File: src/rtl/sram_arbiter_if.sv
`timescale 1ns/1ps
`default_nettype none
// ============================================================================
// Module   : sram_arbiter_if
// Purpose  : Bundle of the two requester ports (data / instruction) and the
//            single-port SRAM port that the arbiter multiplexes between them.
// Ports    : d_*    data port: req/addr/wea/dina in, gnt/rvalid/rdata out
//            i_*    instruction port: req/addr in, gnt/rvalid/rdata out
//            sram_* SRAM side: ena/addra/wea/dina out, douta in
// Modports : slave  - arbiter view (requests in, grants/SRAM drive out)
//            master - requester/SRAM environment view (mirror of slave)
// Revision : 1.0 - initial release
// ============================================================================
interface sram_arbiter_if #(
    parameter int LEN_ADDR = 64,
    parameter int LEN_DATA = 64
);
    // Data port
    logic                  d_req;
    logic [LEN_ADDR-1:0]   d_addr;
    logic [LEN_DATA/8-1:0] d_wea;
    logic [LEN_DATA-1:0]   d_dina;
    logic                  d_gnt;
    logic                  d_rvalid;
    logic [LEN_DATA-1:0]   d_rdata;

    // Instruction port
    logic                  i_req;
    logic [LEN_ADDR-1:0]   i_addr;
    logic                  i_gnt;
    logic                  i_rvalid;
    logic [LEN_DATA-1:0]   i_rdata;

    // SRAM port
    logic                  sram_ena;
    logic [LEN_ADDR-1:0]   sram_addra;
    logic [LEN_DATA/8-1:0] sram_wea;
    logic [LEN_DATA-1:0]   sram_dina;
    logic [LEN_DATA-1:0]   sram_douta;

    modport slave (
        input  d_req, d_addr, d_wea, d_dina,
        output d_gnt, d_rvalid, d_rdata,
        input  i_req, i_addr,
        output i_gnt, i_rvalid, i_rdata,
        output sram_ena, sram_addra, sram_wea, sram_dina,
        input  sram_douta
    );

    modport master (
        output d_req, d_addr, d_wea, d_dina,
        input  d_gnt, d_rvalid, d_rdata,
        output i_req, i_addr,
        input  i_gnt, i_rvalid, i_rdata,
        input  sram_ena, sram_addra, sram_wea, sram_dina,
        output sram_douta
    );
endinterface
`default_nettype wire

File: src/rtl/sram_arbiter.sv
`timescale 1ns/1ps
`default_nettype none
// ============================================================================
// Module   : sram_arbiter
// Purpose  : Two-port to single-port SRAM arbiter. Data port has default
//            priority; an instruction request denied MAX_WAIT consecutive
//            cycles is forced through. Grants are combinational in the
//            request cycle, read data returns exactly one cycle later and is
//            routed to the port recorded in a registered owner tag.
// Ports    : clk  - clock
//            rst  - synchronous active-high reset
//            bus  - sram_arbiter_if.slave (data port, instruction port, SRAM)
// Revision : 1.0 - initial release
// ============================================================================
module sram_arbiter #(
    parameter int LEN_ADDR = 64,
    parameter int LEN_DATA = 64,
    parameter int MAX_WAIT = 4
) (
    input  wire logic     clk,
    input  wire logic     rst,
    sram_arbiter_if.slave bus
);
    localparam int c_BE_W  = LEN_DATA / 8;
    localparam int c_CNT_W = (MAX_WAIT < 1) ? 1 : $clog2(MAX_WAIT + 1);
    localparam logic [c_CNT_W-1:0] c_CNT_MAX = c_CNT_W'(MAX_WAIT);

    // Starvation counter and owner tag of the read in flight
    logic [c_CNT_W-1:0]  r_wait_cnt;
    logic                r_tag_valid;
    logic                r_tag_port;    // 1 = instruction port, 0 = data port
    logic [LEN_DATA-1:0] r_d_hold;
    logic [LEN_DATA-1:0] r_i_hold;

    logic w_starved;
    logic w_d_gnt;
    logic w_i_gnt;
    logic w_read;
    logic w_d_rvalid;
    logic w_i_rvalid;

    assign w_starved = (r_wait_cnt == c_CNT_MAX);

    // The instruction port wins only when the data port is idle or when it
    // has been starved long enough; nothing is granted while in reset.
    assign w_i_gnt = !rst && bus.i_req && (!bus.d_req || w_starved);
    assign w_d_gnt = !rst && bus.d_req && !w_i_gnt;

    // Instruction grants are always reads; data grants are reads only with
    // no byte enable set.
    assign w_read = w_i_gnt || (w_d_gnt && (bus.d_wea == '0));

    // Return-path valids are gated by rst so a read granted just before reset
    // never shows up while reset is asserted.
    assign w_d_rvalid = !rst && r_tag_valid && !r_tag_port;
    assign w_i_rvalid = !rst && r_tag_valid &&  r_tag_port;

    // Grant and SRAM drive
    assign bus.d_gnt      = w_d_gnt;
    assign bus.i_gnt      = w_i_gnt;
    assign bus.sram_ena   = w_d_gnt || w_i_gnt;
    assign bus.sram_addra = w_i_gnt ? bus.i_addr : bus.d_addr;
    assign bus.sram_wea   = w_d_gnt ? bus.d_wea : {c_BE_W{1'b0}};
    assign bus.sram_dina  = bus.d_dina;

    // Read return: pass SRAM data through in the valid cycle, otherwise
    // present the last value this port received.
    assign bus.d_rvalid = w_d_rvalid;
    assign bus.i_rvalid = w_i_rvalid;
    assign bus.d_rdata  = rst ? {LEN_DATA{1'b0}} :
                          (w_d_rvalid ? bus.sram_douta : r_d_hold);
    assign bus.i_rdata  = rst ? {LEN_DATA{1'b0}} :
                          (w_i_rvalid ? bus.sram_douta : r_i_hold);

    always_ff @(posedge clk) begin
        if (rst) begin
            r_wait_cnt  <= '0;
            r_tag_valid <= 1'b0;
            r_tag_port  <= 1'b0;
            r_d_hold    <= '0;
            r_i_hold    <= '0;
        end else begin
            // Count consecutive denied instruction cycles, saturating
            if (bus.i_req && !w_i_gnt) begin
                if (!w_starved) begin
                    r_wait_cnt <= r_wait_cnt + 1'b1;
                end
            end else begin
                r_wait_cnt <= '0;
            end

            r_tag_valid <= w_read;
            r_tag_port  <= w_i_gnt;

            if (w_d_rvalid) begin
                r_d_hold <= bus.sram_douta;
            end
            if (w_i_rvalid) begin
                r_i_hold <= bus.sram_douta;
            end
        end
    end
endmodule
`default_nettype wire
File: src/flat_wrapper.sv
// flat-port wrapper written by rule: the top's interface ports become plain ports
module sram_arbiter_flat 
#(
    parameter int LEN_ADDR = 64,
    parameter int LEN_DATA = 64,
    parameter int MAX_WAIT = 4
)
  (clk, rst, bus_d_req, bus_d_addr, bus_d_wea, bus_d_dina, bus_d_gnt, bus_d_rvalid, bus_d_rdata, bus_i_req, bus_i_addr, bus_i_gnt, bus_i_rvalid, bus_i_rdata, bus_sram_ena, bus_sram_addra, bus_sram_wea, bus_sram_dina, bus_sram_douta);
  sram_arbiter_if #(.LEN_ADDR(LEN_ADDR), .LEN_DATA(LEN_DATA)) bus_i ();
  input  wire logic clk;
  input  wire logic rst;
  input wire logic [$bits(bus_i.d_req)-1:0] bus_d_req;
  input wire logic [$bits(bus_i.d_addr)-1:0] bus_d_addr;
  input wire logic [$bits(bus_i.d_wea)-1:0] bus_d_wea;
  input wire logic [$bits(bus_i.d_dina)-1:0] bus_d_dina;
  output wire logic [$bits(bus_i.d_gnt)-1:0] bus_d_gnt;
  output wire logic [$bits(bus_i.d_rvalid)-1:0] bus_d_rvalid;
  output wire logic [$bits(bus_i.d_rdata)-1:0] bus_d_rdata;
  input wire logic [$bits(bus_i.i_req)-1:0] bus_i_req;
  input wire logic [$bits(bus_i.i_addr)-1:0] bus_i_addr;
  output wire logic [$bits(bus_i.i_gnt)-1:0] bus_i_gnt;
  output wire logic [$bits(bus_i.i_rvalid)-1:0] bus_i_rvalid;
  output wire logic [$bits(bus_i.i_rdata)-1:0] bus_i_rdata;
  output wire logic [$bits(bus_i.sram_ena)-1:0] bus_sram_ena;
  output wire logic [$bits(bus_i.sram_addra)-1:0] bus_sram_addra;
  output wire logic [$bits(bus_i.sram_wea)-1:0] bus_sram_wea;
  output wire logic [$bits(bus_i.sram_dina)-1:0] bus_sram_dina;
  input wire logic [$bits(bus_i.sram_douta)-1:0] bus_sram_douta;
  assign bus_i.d_req = bus_d_req;
  assign bus_i.d_addr = bus_d_addr;
  assign bus_i.d_wea = bus_d_wea;
  assign bus_i.d_dina = bus_d_dina;
  assign bus_d_gnt = bus_i.d_gnt;
  assign bus_d_rvalid = bus_i.d_rvalid;
  assign bus_d_rdata = bus_i.d_rdata;
  assign bus_i.i_req = bus_i_req;
  assign bus_i.i_addr = bus_i_addr;
  assign bus_i_gnt = bus_i.i_gnt;
  assign bus_i_rvalid = bus_i.i_rvalid;
  assign bus_i_rdata = bus_i.i_rdata;
  assign bus_sram_ena = bus_i.sram_ena;
  assign bus_sram_addra = bus_i.sram_addra;
  assign bus_sram_wea = bus_i.sram_wea;
  assign bus_sram_dina = bus_i.sram_dina;
  assign bus_i.sram_douta = bus_sram_douta;
  sram_arbiter #(.LEN_ADDR(LEN_ADDR), .LEN_DATA(LEN_DATA), .MAX_WAIT(MAX_WAIT)) u_core (.clk(clk), .rst(rst), .bus(bus_i));
endmodule
File: config.mk
export PLATFORM = sky130hd
export DESIGN_NAME = sram_arbiter_flat
export DESIGN_NICKNAME = d
export VERILOG_FILES = /design/src/rtl/sram_arbiter_if.sv /design/src/rtl/sram_arbiter.sv /design/src/flat_wrapper.sv
export SDC_FILE = /design/constraint.sdc
export NUM_CORES = 1
export LEC_CHECK = 0
export CORE_AREA = 2 2 209 211
export CTS_CLUSTER_DIAMETER = 200
export DETAILED_ROUTE_END_ITERATION = 10
export DIE_AREA = 0 0 211 213
export PLACE_DENSITY = 0.51
export SYNTH_ARGS = -nofsm -noshare
export SYNTH_HDL_FRONTEND = slang
export SYNTH_SLANG_ARGS = --single-unit
File: constraint.sdc
create_clock -name clk -period 5.54 [get_ports clk]
set_input_delay 1.108 -clock clk [delete_from_list [all_inputs] [get_ports clk]]
set_output_delay 1.108 -clock clk [all_outputs]
set_load 0.01 [all_outputs]
### Yosys cells after proc, flatten, opt, wreduce, memory -nomap -nowiden

Cells that the tools add are included.

* register bits after elaboration: 133

* $add $sub $neg: 1
* equality and inequality tests: 1
* muxes and demuxes: 6
* bitwise logic cells: 1
* reduce and logical (&&, ||, !) cells: 18

Operators by type and width (number)
* 2-to-1 mux 64 bit: 5
* logical AND 1 bit: 9
* zero test 8 bit: 1
* 2-to-1 mux 8 bit: 1
* zero test 1 bit: 4
* adder 3 x 1 -> 3 bit (second input constant): 1
* == test 3 bit (second input constant): 1
* logical OR 1 bit: 3
* OR reduction 2 bit: 1
* inverter 1 bit: 1

### Logic depth before layout (Yosys ltp)

* depth in word-level cells: 7
* mapped depth: 7
* gate-level depth less buffers: 5

### Worst setup path after synthesis

OpenSTA, ideal clock, no wires.

* kind: input to output
* start: input port rst
* end: output port bus_sram_addra[15]
* arrival: 2016 ps
* data required time: 4432 ps
* setup slack: 2416 ps
* stages: 5
* cells stage by stage: nand2b_4 -> a21oi_2 -> buf_6 -> buf_8 -> mux2_4

* word-level cells in the longest chain between the ends: 4

Ends and longest elaborated chain
* start: declaration: RTL line flat_wrapper.sv:11 `input wire logic rst;`
* zero test 1 bit: RTL line sram_arbiter.sv:46 `assign w_i_gnt = !rst && bus.i_req && (!bus.d_req || w_starved);`
* logical AND 1 bit (2 in series): RTL line sram_arbiter.sv:46
* 2-to-1 mux 64 bit: RTL line sram_arbiter.sv:62 `assign bus.sram_addra = w_i_gnt ? bus.i_addr : bus.d_addr;`
* end: declaration: RTL line flat_wrapper.sv:25 `output wire logic [$bits(bus_i.sram_addra)-1:0] bus_sram_addra;`

Every way passes these cells.

### Worst setup path in the final report

* start: input port bus_i_req
* end: output port bus_sram_addra[54]

* word-level cells in the longest chain between the ends: 3

Ends and longest elaborated chain
* start: declaration: RTL line flat_wrapper.sv:19 `input wire logic [$bits(bus_i.i_req)-1:0] bus_i_req;`
* logical AND 1 bit (2 in series): RTL line sram_arbiter.sv:46
* 2-to-1 mux 64 bit: RTL line sram_arbiter.sv:62

Every way passes these cells.

==> metrics.md <==
| Metric | Value |
|---|---|
| Initial DRC Count | `366` |
| Total power after layout | `2.59 mW` |
| GRT Overall Usage | `13.2%` |
| Area of the die | `approximately 0.045 mm^2` |
| Wire length of the first global-routing pass | `42100 um` |
| Leakage power | `4.24 nW` |
| Number of max-cap violations | `0` |
| Post-detailed-route via-to-cell ratio | `3.78` |
| Fraction of layout cells with a size suffix above 1 | `10.4%` |
| CTS tree | `done` |
| Cell type group with the largest total delay on the critical path | `buffers and inverters` |
| Number of warning messages in the yosys log | `0` |
| Total buffers and inverters traversed by the critical path | `3` |
| Max Fanout on Critical Path | `33` |
| Detailed placement HPWL | `approximately 24000 um` |
| Endpoint class of the critical path | `output port` |
| Insertion delay to the later sink of the worst-skew pair | `0.45 ns` |
| Worst relative slew slack | `about half` |
| Total length of routed wires | `approximately 30000 um` |
| Final number of setup-violating endpoints | `0` |
| Most area-hungry cell type in the Yosys netlist | `dfxtp_1` |
| Proportion of netlist area held by the largest area contributor | `41.4%` |
| Worst Path Arrival | `around 3.6 ns` |
| Total via count in the routed design | `6102` |
| Placement-stage worst setup slack | `0.889 ns` |
| Die Ht | `213 um` |
| Per-cell routed wire length | `18.7 um` |
| Fill cell total of the finished layout | `approximately 4600` |
| CTS max path bufs | `2` |
| Post-CTS setup buffers | `0` |
| Gate count after technology mapping | `728` |
| Buffers on Ports | `a little over 400` |
| Skew final | `0.00810 ns` |
| Largest net degree at the start of global routing | `124` |
| Number of cells upsized or downsized after cts | `0` |
| Post-synth EDFFs | `0` |
| Synthesis-to-finish area growth | `74.3%` |
| Clk root buf | `clkbuf_16` |
| Longest individual stage delay on the worst path | `0.61 ns` |
| Library cell with the highest instance count after synthesis | `nand2_1` |
| Hold crit path type | `reg2reg` |
| Distinct cells, synth | `28` |
| Predominant post-synthesis flop cell | `dfxtp_1` |
| Final worst hold slack | `about 0.46 ns` |
| Sum of overflow across all layers after global routing | `0` |
| Placed instance area | `0.0106 mm^2` |
| Result of the run | `completed` |
| Clock-pin slew reported for the worst setup and hold paths after clock tree synthesis | `0.06 ns` |
| Series of cell instances along the critical path | `clkdlybuf4s50_1, nand2b_4, a21oi_4, buf_12, mux2_4, clkdlybuf4s50_1` |
| Cell area after synthesis | `0.00644 mm^2` |
| Number of buffers added by the clock tree synthesis step | `17` |
| Fin. max-slew vios | `0` |
| Detailed-route DRC error count | `0` |
| Remaining antenna violation count | `0` |
| Synthesized area divided by synthesized cell count | `roughly 8.8 um^2` |
| Slowest CP cell | `clkdlybuf4s50_1` |
| # rows | `76` |
| Fmax achieved | `0.214 GHz` |
| Sequential cell area | `0.00266 mm^2` |
| Total non-filler cell area in the finished layout | `roughly 0.011 mm^2` |
| Cell seen most often among critical-path stages | `clkdlybuf4s50_1` |
| Total number of nets in the final design | `1323` |
| Power per unit of standard cell area | `231 mW/mm^2` |
| TritonRoute pass-1 iters | `4` |
| Placed Cells | `approximately 1600` |
| Fin cells | `1615` |
| Proportion of synthesized flip-flops having asynchronous set or reset | `0%` |
| VDD IR-drop max | `0.222 mV` |
| Core area | `0.0427 mm^2` |
| Post-route core utilization | `26.3%` |
| Leading cell types by total area after synthesis | `dfxtp_1, nand2_1, mux2_4, buf_4, nand3b_1` |
| Number of top-level pins | `537` |
| Chip Width | `around 210 um` |
| Multi-input combinational cell area | `0.00302 mm^2` |
| Initial cell density of the core | `15.1%` |
| Required time of the critical path | `about 4.4 ns` |
| Flip-flop and latch count after synthesis | `133` |
| Commonest cells in the synthesized netlist | `nand2_1, dfxtp_1, buf_4` |
| Clock period minus final worst setup slack | `between 4 and 5 ns` |
| Via count of the first global-routing pass | `5939` |
| Period Utilization, post-route | `between 80% and 90%` |
| Aggregate negative setup slack | `0 ns` |
| Transition time at the pin with the least slew margin | `0.723 ns` |
| Post-Synthesis Net Count | `998` |
| Clock net sink count | `133` |
| Unrepaired setup endpoints after global routing | `no` |
| Initial antenna violation count | `11` |
| Setup crit start kind | `primary input` |
| H-tree levels | `4` |
| Start-to-end type of the worst setup path | `in2out` |
| Post-route worst setup slack | `around 0.86 ns` |
| Register area share after synthesis | `41.4%` |
| Routability cong. | `0.802` |
| Hold buffer count at CTS | `0` |
| Final count of hold timing violations | `0` |
-- layout make-up --
cell class | count | share of cell area [%]
Sequential cell | 133 | 23.7
Clock inverter | 8 | 0.892
Timing Repair Buffer | 420 | 37.9
Antenna cell | 5 | 0.112
Inverter | 3 | 0.100
Clock buffer | 22 | 4.32
Multi-Input combinational cell | 478 | 26.9
Tap cell | 546 | 6.09
-- path summary, 6_finish.rpt --
path                                          start                           endpoint  slack (ns)  cells after the start
setup / recovery                          bus_i_req                 bus_sram_addra[54]        0.86                      6
setup reg to reg       u_core.r_tag_port$_SDFF_PP0_        u_core.r_i_hold[15]$_DFF_P_        3.84                      5
hold / removal    u_core.r_wait_cnt[0]$_SDFFE_PP0N_  u_core.r_wait_cnt[0]$_SDFFE_PP0N_        0.46                      1
hold reg to reg   u_core.r_wait_cnt[0]$_SDFFE_PP0N_  u_core.r_wait_cnt[0]$_SDFFE_PP0N_        0.46                      1
-- where the power goes --
part	internal (mW)	total, mW	switching (mW)
clock	0.702	1.15	0.450
combinational	0.289	0.456	0.167
sequential	0.977	0.983	0.00553
-- layer usage --
layer  vias to the layer above  wire length (um)  GRT usage [%]
li1                       2973                 -              -
met1                      2805             13600           17.1
met2                       281             13000           18.7
met3                        39              3020           6.16
met4                         4               539           5.05
met5                         -               119           1.56
-- state kept, by name, indices dropped and copies added (netlist names) --
register,cells
u_core.r_wait_cnt,3
u_core.r_tag_port,1
u_core.r_tag_valid,1
u_core.r_d_hold,64
u_core.r_i_hold,64
-- cell usage in the layout (no fill, tap or decap), drive strengths merged, types with 2 or more instances in the layout --
master / count
clkdlybuf4s50: 407
nand2: 194
dfxtp: 133
nand3b: 65
nand2b: 65
o21ai: 64
mux2: 64
clkbuf: 22
buf: 13
and3: 8
diode: 5
nor2: 4
clkinvlp: 4
inv: 3
nor4: 2
ha: 2
bufinv: 2
clkinv: 2
a21oi: 2
nor3b: 2
-- cell families after synthesis --
logic type | share of synthesized area [%]
simple gates | 27.3
flops | 41.4
buf+inv | 12.0
compound gates | 5.33
mux | 13.7
fa+ha+maj | 0.389
No activity file was read; power rests on OpenSTA's default activity.
